--- config.mk ---
export PLATFORM = sky130hd
export DESIGN_NAME = ysyx_24100006_idu_sched
export DESIGN_NICKNAME = d
export VERILOG_FILES = /design/src/rtl/ysyx_24100006_idu_sched.sv
export SDC_FILE = /design/constraint.sdc
export NUM_CORES = 1
export LEC_CHECK = 0
export CELL_PAD_IN_SITES_DETAIL_PLACEMENT = 0
export CELL_PAD_IN_SITES_GLOBAL_PLACEMENT = 1
export CORE_MARGIN = 10
export CORE_UTILIZATION = 43
export CTS_CLUSTER_SIZE = 8
export DETAILED_ROUTE_END_ITERATION = 12
export PLACE_DENSITY = 0.84
export SYNTH_ARGS = -nofsm -noshare
export SYNTH_HDL_FRONTEND = slang
export SYNTH_SLANG_ARGS = --single-unit
--- constraint.sdc ---
create_clock -name clk -period 3.2 [get_ports clk]
set_input_delay 0.32 -clock clk [delete_from_list [all_inputs] [get_ports clk]]
set_output_delay 0.32 -clock clk [all_outputs]
set_load 0.01 [all_outputs]
--- src/rtl/ysyx_24100006_idu_sched.sv ---
// Decode-stage scheduler: opcode classify, immediate extend,
// and a two-entry skid buffer between IF and EX.
module ysyx_24100006_imm_sext (
  input  logic [31:7] inst_i,
  input  logic [2:0]  type_i,
  output logic [31:0] imm_o
);

  always_comb begin
    imm_o = 32'h0;
    case (type_i)
      3'b000: imm_o = {{20{inst_i[31]}}, inst_i[31:20]};
      3'b001: imm_o = {{11{inst_i[31]}}, inst_i[31],
                       inst_i[19:12], inst_i[20],
                       inst_i[30:21], 1'b0};
      3'b010: imm_o = {{20{inst_i[31]}}, inst_i[31:25],
                       inst_i[11:7]};
      3'b011: imm_o = {{19{inst_i[31]}}, inst_i[31],
                       inst_i[7], inst_i[30:25],
                       inst_i[11:8], 1'b0};
      3'b100: imm_o = {inst_i[31:12], 12'h0};
      default: imm_o = 32'h0;
    endcase
  end

endmodule

module ysyx_24100006_idu_sched (
  input  logic        clk,
  input  logic        rst_n,
  input  logic        flush,
  input  logic        in_valid,
  output logic        in_ready,
  input  logic [31:0] in_inst,
  input  logic [31:0] in_pc,
  output logic        out_valid,
  input  logic        out_ready,
  output logic [31:0] out_inst,
  output logic [31:0] out_pc,
  output logic [31:0] out_imm,
  output logic [2:0]  out_imm_type,
  output logic        out_illegal,
  output logic [31:0] stall_cnt
);

  localparam logic [1:0] S_EMPTY = 2'd0;
  localparam logic [1:0] S_ONE   = 2'd1;
  localparam logic [1:0] S_TWO   = 2'd2;

  localparam int PW = 100;

  logic [1:0]    state_q, state_d;
  logic [PW-1:0] head_q, head_d;
  logic [PW-1:0] skid_q, skid_d;
  logic [31:0]   stall_q, stall_d;

  logic [2:0]    dec_type;
  logic          dec_ill;
  logic [31:0]   dec_imm;
  logic [PW-1:0] new_pl;
  logic          accept, pop;

  always_comb begin
    dec_type = 3'b000;
    dec_ill  = 1'b0;
    case (in_inst[6:0])
      7'b0010011,
      7'b0000011,
      7'b1100111,
      7'b1110011: dec_type = 3'b000;
      7'b1101111: dec_type = 3'b001;
      7'b0100011: dec_type = 3'b010;
      7'b1100011: dec_type = 3'b011;
      7'b0110111,
      7'b0010111: dec_type = 3'b100;
      7'b0110011: dec_type = 3'b000;
      default:    dec_ill  = 1'b1;
    endcase
  end

  ysyx_24100006_imm_sext u_sext (
    .inst_i (in_inst[31:7]),
    .type_i (dec_type),
    .imm_o  (dec_imm)
  );

  assign new_pl = {in_inst, in_pc, dec_imm,
                   dec_type, dec_ill};

  // ready comes from registered state only
  assign in_ready  = (state_q != S_TWO);
  assign out_valid = (state_q != S_EMPTY);
  assign accept    = in_valid & in_ready;
  assign pop       = out_valid & out_ready;

  always_comb begin
    state_d = state_q;
    head_d  = head_q;
    skid_d  = skid_q;
    if (flush) begin
      state_d = S_EMPTY;
    end else begin
      case (state_q)
        S_EMPTY: begin
          if (accept) begin
            head_d  = new_pl;
            state_d = S_ONE;
          end
        end
        S_ONE: begin
          if (accept && pop) begin
            head_d = new_pl;
          end else if (accept) begin
            skid_d  = new_pl;
            state_d = S_TWO;
          end else if (pop) begin
            state_d = S_EMPTY;
          end
        end
        S_TWO: begin
          if (pop) begin
            head_d  = skid_q;
            state_d = S_ONE;
          end
        end
        default: state_d = S_EMPTY;
      endcase
    end
  end

  always_comb begin
    stall_d = stall_q;
    if (out_valid && !out_ready
        && stall_q != 32'hFFFF_FFFF)
      stall_d = stall_q + 32'd1;
  end

  always_ff @(posedge clk or negedge rst_n) begin
    if (!rst_n) begin
      state_q <= S_EMPTY;
      head_q  <= '0;
      skid_q  <= '0;
      stall_q <= '0;
    end else begin
      state_q <= state_d;
      head_q  <= head_d;
      skid_q  <= skid_d;
      stall_q <= stall_d;
    end
  end

  assign out_inst     = head_q[99:68];
  assign out_pc       = head_q[67:36];
  assign out_imm      = head_q[35:4];
  assign out_imm_type = head_q[3:1];
  assign out_illegal  = head_q[0];
  assign stall_cnt    = stall_q;

endmodule

==> results of run 1 <==
metrics by stage:
stage	hold WS, ns	worst slack, ns	cell area (um2)	utilization (%)	instances
floorplan	0.02441	1.203	10300	-	1082
global placement	0.4359	0.7413	12730	54.06	1551
detailed placement	0.4388	0.6438	12730	54.06	1551
CTS	0.3565	0.7298	13650	57.98	1592
global route	0.3705	0.6874	13650	57.99	1593
finish	0.3785	0.7731	13650	57.99	1593
critical path, cell delays in order, from the launching register on:
cell	delay, ns
dfrtp_1	0.45
nor2b_4	0.17
inv_2	0.35
clkdlybuf4s50_1	0.64
cell type report:
cell class	count	area [um2]
fillers	2086	9891
well taps	319	399.1
clock inverters	4	33.78
inverters	7	26.28
repair buffers	222	2292
diodes	1	2.502
clock buffers	36	879.6
flip-flops and latches	234	5856
multi-input cells	770	4163
power groups by stage:
stage / registers, mW / clock network [mW] / logic, mW
2_1_floorplan: 3.98 / 0 / 0.608
3_3_place_gp: 3.91 / 0 / 1.60
3_5_place_dp: 3.92 / 0 / 1.64
4_1_cts: 3.88 / 3.27 / 1.65
5_1_grt: 3.96 / 3.40 / 1.81
6_report: 3.88 / 3.19 / 1.61
cell usage after synthesis, drive strengths merged (3+ instances only):
library cell,n
dfrtp,234
a21oi,36
nand2,335
clkbuf,52
mux2i,65
a211oi,13
o31ai,6
a221oi,8
o21ai,105
o22ai,8
or3,4
nand3b,3
xor2,23
and4,3
a21o,19
inv,7
nor2b,3
xnor2,7
and3,7
buf,19
o21a,3
nor3,7
nor2,52
nand3,22
nand4,4
or2,3
nor4,14
placed cells by master (no fill, tap or decap), types with 9 or more instances in the layout:
cell	instances
a211oi_1	13
nor2_1	51
dfrtp_1	234
o21ai_0	104
nor4_1	12
clkdlybuf4s50_1	201
nand2_1	335
buf_4	10
mux2i_1	65
xor2_1	23
a21oi_1	35
nand3_1	22
buf_12	9
clkbuf_16	35
a21o_1	19
sequential cells by signal (all words and copies together), names as in the netlist:
signal     flops
state_q        2
skid_q       100
stall_cnt     32
head_q       100
routing by layer:
layer	wire (um)	part of all wire, %
met5	0	0
met4	522	1.8
met3	1799	6.4
met2	13290	47
met1	12630	45
cell families after synthesis:
| family | count (synthesis) |
|---|---|
| xor gates and xnor gates | 30 |
| and+or+nand+nor | 467 |
| AOI/OAI and AO/OA | 206 |
| adders and majority gates | 1 |
| DFF | 234 |
| buffers and inverters | 78 |
| muxes | 66 |
repair_timing:
| item | in CTS | in global routing |
|---|---|---|
| gates resized for setup | 0 | 0 |
| buffers inserted | 0 | 0 |
| hold buffers | 1 | 0 |
| hold endpoints to repair | 94 | 0 |
| setup endpoints to repair | 0 | 0 |
how the worst min path moves through the flow:
stage / startpoint / endpoint / slack [ns] / cells past startpoint
final: in_pc[27] / skid_q[63]$_DFFE_PN0P_ / 0.38 / 3
after global routing: in_pc[27] / skid_q[63]$_DFFE_PN0P_ / 0.37 / 3
after CTS: in_pc[27] / skid_q[63]$_DFFE_PN0P_ / 0.36 / 3
after detailed placement: rst_n / head_q[80]$_DFFE_PN0P_ / 0.44 / 1
after global placement: rst_n / head_q[85]$_DFFE_PN0P_ / 0.44 / 1
after floorplan: rst_n / head_q[0]$_DFFE_PN0P_ / 0.02 / 0
==> out/qor.txt, run 1 <==
Syn Area/Cell - 9.518 um2
Worst Tran Pin Value - 0.8439 ns
Num Clock Sinks - 234
Yosys warnings - 0
Cells after Synth - 1,082
Avg WL per Cell - 17.73 um
GRT Residual Overflow - 0
Crit Path Class - flop to primary output
CTS clk-pin slew, worst paths - 0.05 ns
detailed router's first-iteration violation count - 672
Synth Area in Simple Gates - 19.22%
Max Root-Sink Buffers - 3
crit end category - primary output
PD cells - 635.8 nW/um2
die extent in y - 174.8 um
Final Skew - 0.02081 ns
crit path capture - in_ready
post-route ant nets - 0
Nets - 1,340
Worst Path Max Fanout - 20
final hold violation count - 0
H-Tree Depth - 2
main combinational cell family by area after synthesis - simple AND/OR/NAND/NOR gates
final WL - 28,240 um
adder-cell area share of the yosys netlist - 0.1215%
Die Footprint - 30,540 um2
dpl hpwl - 18,800 um
Yosys top cell area share - 56.86%
input/output buffers - 202
reg2reg path depth - 7
post-synthesis mux area share - 6.463%
TritonCTS clock tree - done
Total GRT Usage - 18.39%
worst endpoint data arrival time - 2.11 ns
final worst path period need - 2.427 ns
met3 Usage GRT - 5.130%
XOR/XNOR share of the synthesized area - 2.551%
status - finished, final reports clean
Reg power frac - 44.7%
largest net degree at the start of global routing - 100
RSZ-0062 raised after global routing - no
async set-or-reset flop fraction in the synthesized netlist - 100.0%
setup TNS - 0 ns
crit share post-route - 75.84%
post-synth top area cell - dfrtp_1
number of placement rows - 56
first-pass GRT wire length - 46,130 um
gp weighted congestion - 0.8193
Worst VDD drop - 0.0004053 V
vias in the first global route - 8,196
# IOs - 203
cts bufs inserted - 35
maxcap violations - 0
drt via density - 5.150
switching share of power - 27.33%
met2 usage - 29.28%
clock root cell - clkbuf_16
GR peak layer - met2
initial core utilization - 43.74%
internal power - 6.308 mW
Post-route DRC - 0
Synth-to-Final Area Change - 32.56%
Req. time, crit path - 2.88 ns
Clk pwr share - 36.7%
startpoint types - flop
Setup crit start - state_q[1]$_DFFE_PN0P_
met1 usage - 24.12%
Core Footprint - 23,540 um2
Horiz. Die Dim - 174.8 um
Final setup viols - 0
clock latency on the worst-skew pair - 0.51 ns
slew margin rel. - 43.74%
drt pass-1 iters - 5
Mapped Area - 10,300 um2
R2R Path Start - stall_cnt[0]$_DFFE_PN0P_
initial antenna violation count - 1
Max Clk Rate - 412.0 MHz
Power, Total - 8.680 mW
Comb pwr share - 18.6%
min-delay worst type - input port to flop
largest cells by area after synthesis - dfrtp_1, nand2_1, mux2i_1
reg2reg end - stall_cnt[1]$_DFFE_PN0P_
EDFF count, synth - 0
Pleak - 6.275 nW
post-synthesis compound-gate area fraction - 11.78%
synthesized flop and latch total - 234
Post-Syn Nets - 1,152
ys flop type - dfrtp_1
via count - 8,204
Netlist cell types - 53
reg-to-reg slack, setup - 0.99 ns
final slew viol count - 0
layout cells sized above 1 - 5.813%
Seq/Total Area, Yosys - 56.86%
sw power - 2.372 mW
No activity file was read; power rests on OpenSTA's default activity.
==> run 2: changes to the inputs <==
--- a/config.mk
+++ b/config.mk
@@ -8,10 +8,10 @@
 export CELL_PAD_IN_SITES_DETAIL_PLACEMENT = 0
 export CELL_PAD_IN_SITES_GLOBAL_PLACEMENT = 1
 export CORE_MARGIN = 10
-export CORE_UTILIZATION = 43
+export CORE_UTILIZATION = 39
 export CTS_CLUSTER_SIZE = 8
 export DETAILED_ROUTE_END_ITERATION = 12
-export PLACE_DENSITY = 0.84
+export PLACE_DENSITY = 0.77
 export SYNTH_ARGS = -nofsm -noshare
 export SYNTH_HDL_FRONTEND = slang
 export SYNTH_SLANG_ARGS = --single-unit
==> constraint.sdc (replaced) <==
create_clock -name clk -period 2.4 [get_ports clk]
set_input_delay 0.24 -clock clk [delete_from_list [all_inputs] [get_ports clk]]
set_output_delay 0.24 -clock clk [all_outputs]
set_load 0.01 [all_outputs]
==> run 2 against run 1 <==
Net effect:
- sequential power grew 33%
- global-route usage shrank 0.66 points
- via count grew 1.4%
- non-clock buffer count grew 23
- power grew 33%
- wire length grew 5.4%
- largest power group unchanged
==> out/qor.txt, run 2 (synthesized netlist as in run 1, its figures left out) <==
status - finished, final reports clean
CTS clk-pin slew, worst paths - 0.05 ns (about the same)
largest net degree at the start of global routing - 78 (-22%)
PD cells - 832.8 nW/um2 (+31%)
H-Tree Depth - 2 (unchanged)
min-delay worst type - input port to flop
Final Skew - 0.01291 ns (-0.007900 ns)
Nets - 1,363 (+1.7%)
detailed router's first-iteration violation count - 514 (-24%)
gp weighted congestion - 0.8117 (-0.93%)
RSZ-0062 raised after global routing - no
final WL - 29,780 um (+5.4%)
Total GRT Usage - 17.72% (-0.66 points)
Inst Count DP - 1,590 (+2.5%)
Antenna diodes - 0 (-1)
drt pass-1 iters - 5 (unchanged)
number of placement rows - 59 (+5.4%)
commonest cells after routing, fill and taps aside - nand2_1, dfrtp_1, clkdlybuf4s50_1
Hold Startpoint - in_pc[1]
Final setup viols - 0 (unchanged)
setup TNS - 0 ns (unchanged)
Post-Layout Cell Count - 1,629 (+2.3%)
maxcap violations - 0 (unchanged)
slew margin rel. - 56.22% (+12 points)
Core Footprint - 26,060 um2 (+11%)
Synth-to-Final Area Change - 34.97%
crit share post-route - 88.78%
final worst path period need - 2.131 ns
Max Root-Sink Buffers - 3 (unchanged)
Pleak - 6.400 nW (+2.0%)
clock latency on the worst-skew pair - 0.50 ns (about the same)
Horiz. Die Dim - 182.5 um (+4.4%)
die extent in y - 182.5 um (+4.4%)
input/output buffers - 202 (unchanged)
TritonCTS clock tree - done
Num Clock Sinks - 234 (unchanged)
via count - 8,315 (+1.4%)
Worst VDD drop - 0.0005621 V (+39%)
dpl hpwl - 20,390 um (+8.5%)
drt via density - 5.104 (-0.89%)
worst endpoint data arrival time - 2.50 ns (+0.39 ns)
R2R Path Start - stall_cnt[10]$_DFFE_PN0P_
Worst Tran Pin Value - 0.6567 ns (-0.1872 ns)
Post-DP Area - 12,990 um2 (+2.1%)
Crit Path Class - flop to flop
final slew viol count - 0 (unchanged)
initial core utilization - 39.52% (-4.2 points)
filler cell count - 2,365 (+13%)
final hold violation count - 0 (unchanged)
# IOs - 203 (unchanged)
startpoint types - flop
layout cells sized above 1 - 7.342% (+1.5 points)
Post-route DRC - 0 (unchanged)
register area - 5856 um2 (unchanged)
Die Footprint - 33,310 um2 (+9.1%)
initial antenna violation count - 0 (-1)
Setup crit start - stall_cnt[10]$_DFFE_PN0P_
Worst Path Max Fanout - 13 (-35%)
design area - 13,900 um2 (+1.8%)
Min Hold Slack - 0.2984 ns (-0.08006 ns)
crit end category - flop
Req. time, crit path - 2.77 ns (-0.11 ns)
vias in the first global route - 8,289 (+1.1%)
clock root cell - clkbuf_16
Avg WL per Cell - 18.28 um (+3.1%)
multi-input logic area - 4163 um2 (unchanged)
commonest non-fill, non-tap cell in the layout - nand2_1
Max Clk Rate - 469.3 MHz
post_cts resized - 0 (unchanged)
first-pass GRT wire length - 47,840 um (+3.7%)
GRT Residual Overflow - 0 (unchanged)
cts bufs inserted - 35 (unchanged)
post-route ant nets - 0 (unchanged)
[run 2: per-layer routing]
metal | up-vias | wire length, um | GRT usage [%]
li1 | 4064 | - | -
met1 | 4022 | 13170 | 23.55
met2 | 193 | 14360 | 28.09
met3 | 36 | 1734 | 4.530
met4 | 0 | 516 | 4.784
met5 | - | 0 | 0
[run 2: power by group]
group	internal, mW	switching [mW]	total, mW
clock network	2.56	1.63	4.19
registers	4.72	0.450	5.17
logic	1.14	1.07	2.21
total	8.43	3.15	11.6
[run 2: final cells by class]
class                           instances  share of cell area, %
Clock buffer                           36                  6.328
Sequential cell                       234                  42.13
Multi-Input combinational cell        770                  29.95
Inverter                                7                 0.1890
Timing Repair Buffer                  245                  18.27
Clock inverter                          2                 0.1170
Tap cell                              335                  3.016
[run 2: what timing repair did]
action,CTS,global route
hold endpoints to repair,69,0
setup endpoints to repair,0,0
hold buffers,1,0
buffers inserted,0,0
[run 2: worst paths after layout]
check / end / slack, ns / cells after the start
max: stall_cnt[1]$_DFFE_PN0P_ / 0.27 / 6
min: skid_q[37]$_DFFE_PN0P_ / 0.30 / 3
max reg2reg: stall_cnt[1]$_DFFE_PN0P_ / 0.27 / 6
min reg2reg: skid_q[74]$_DFFE_PN0P_ / 0.47 / 2
max in group asynchronous: skid_q[33]$_DFFE_PN0P_ / 1.34 / 3
min in group asynchronous: head_q[81]$_DFFE_PN0P_ / 0.32 / 2
[run 2: through the flow]
stage	power (mW)	util, %	worst slack [ns]
2_1_floorplan	6.111	-	0.4028
3_3_place_gp	7.417	49.86	0.1637
3_5_place_dp	7.478	49.86	0.1285
4_1_cts	11.75	53.34	0.2661
5_1_grt	12.23	53.34	0.1368
6_report	11.58	53.34	0.2692
[run 2: worst max-delay path: stages, from the launching register on]
cell and delay, ns:
dfrtp_1 0.44, nand4_1 0.24, or4_1 0.60, nor3_2 0.22
buf_12 0.18, nor2_2 0.05, mux2_4 0.29
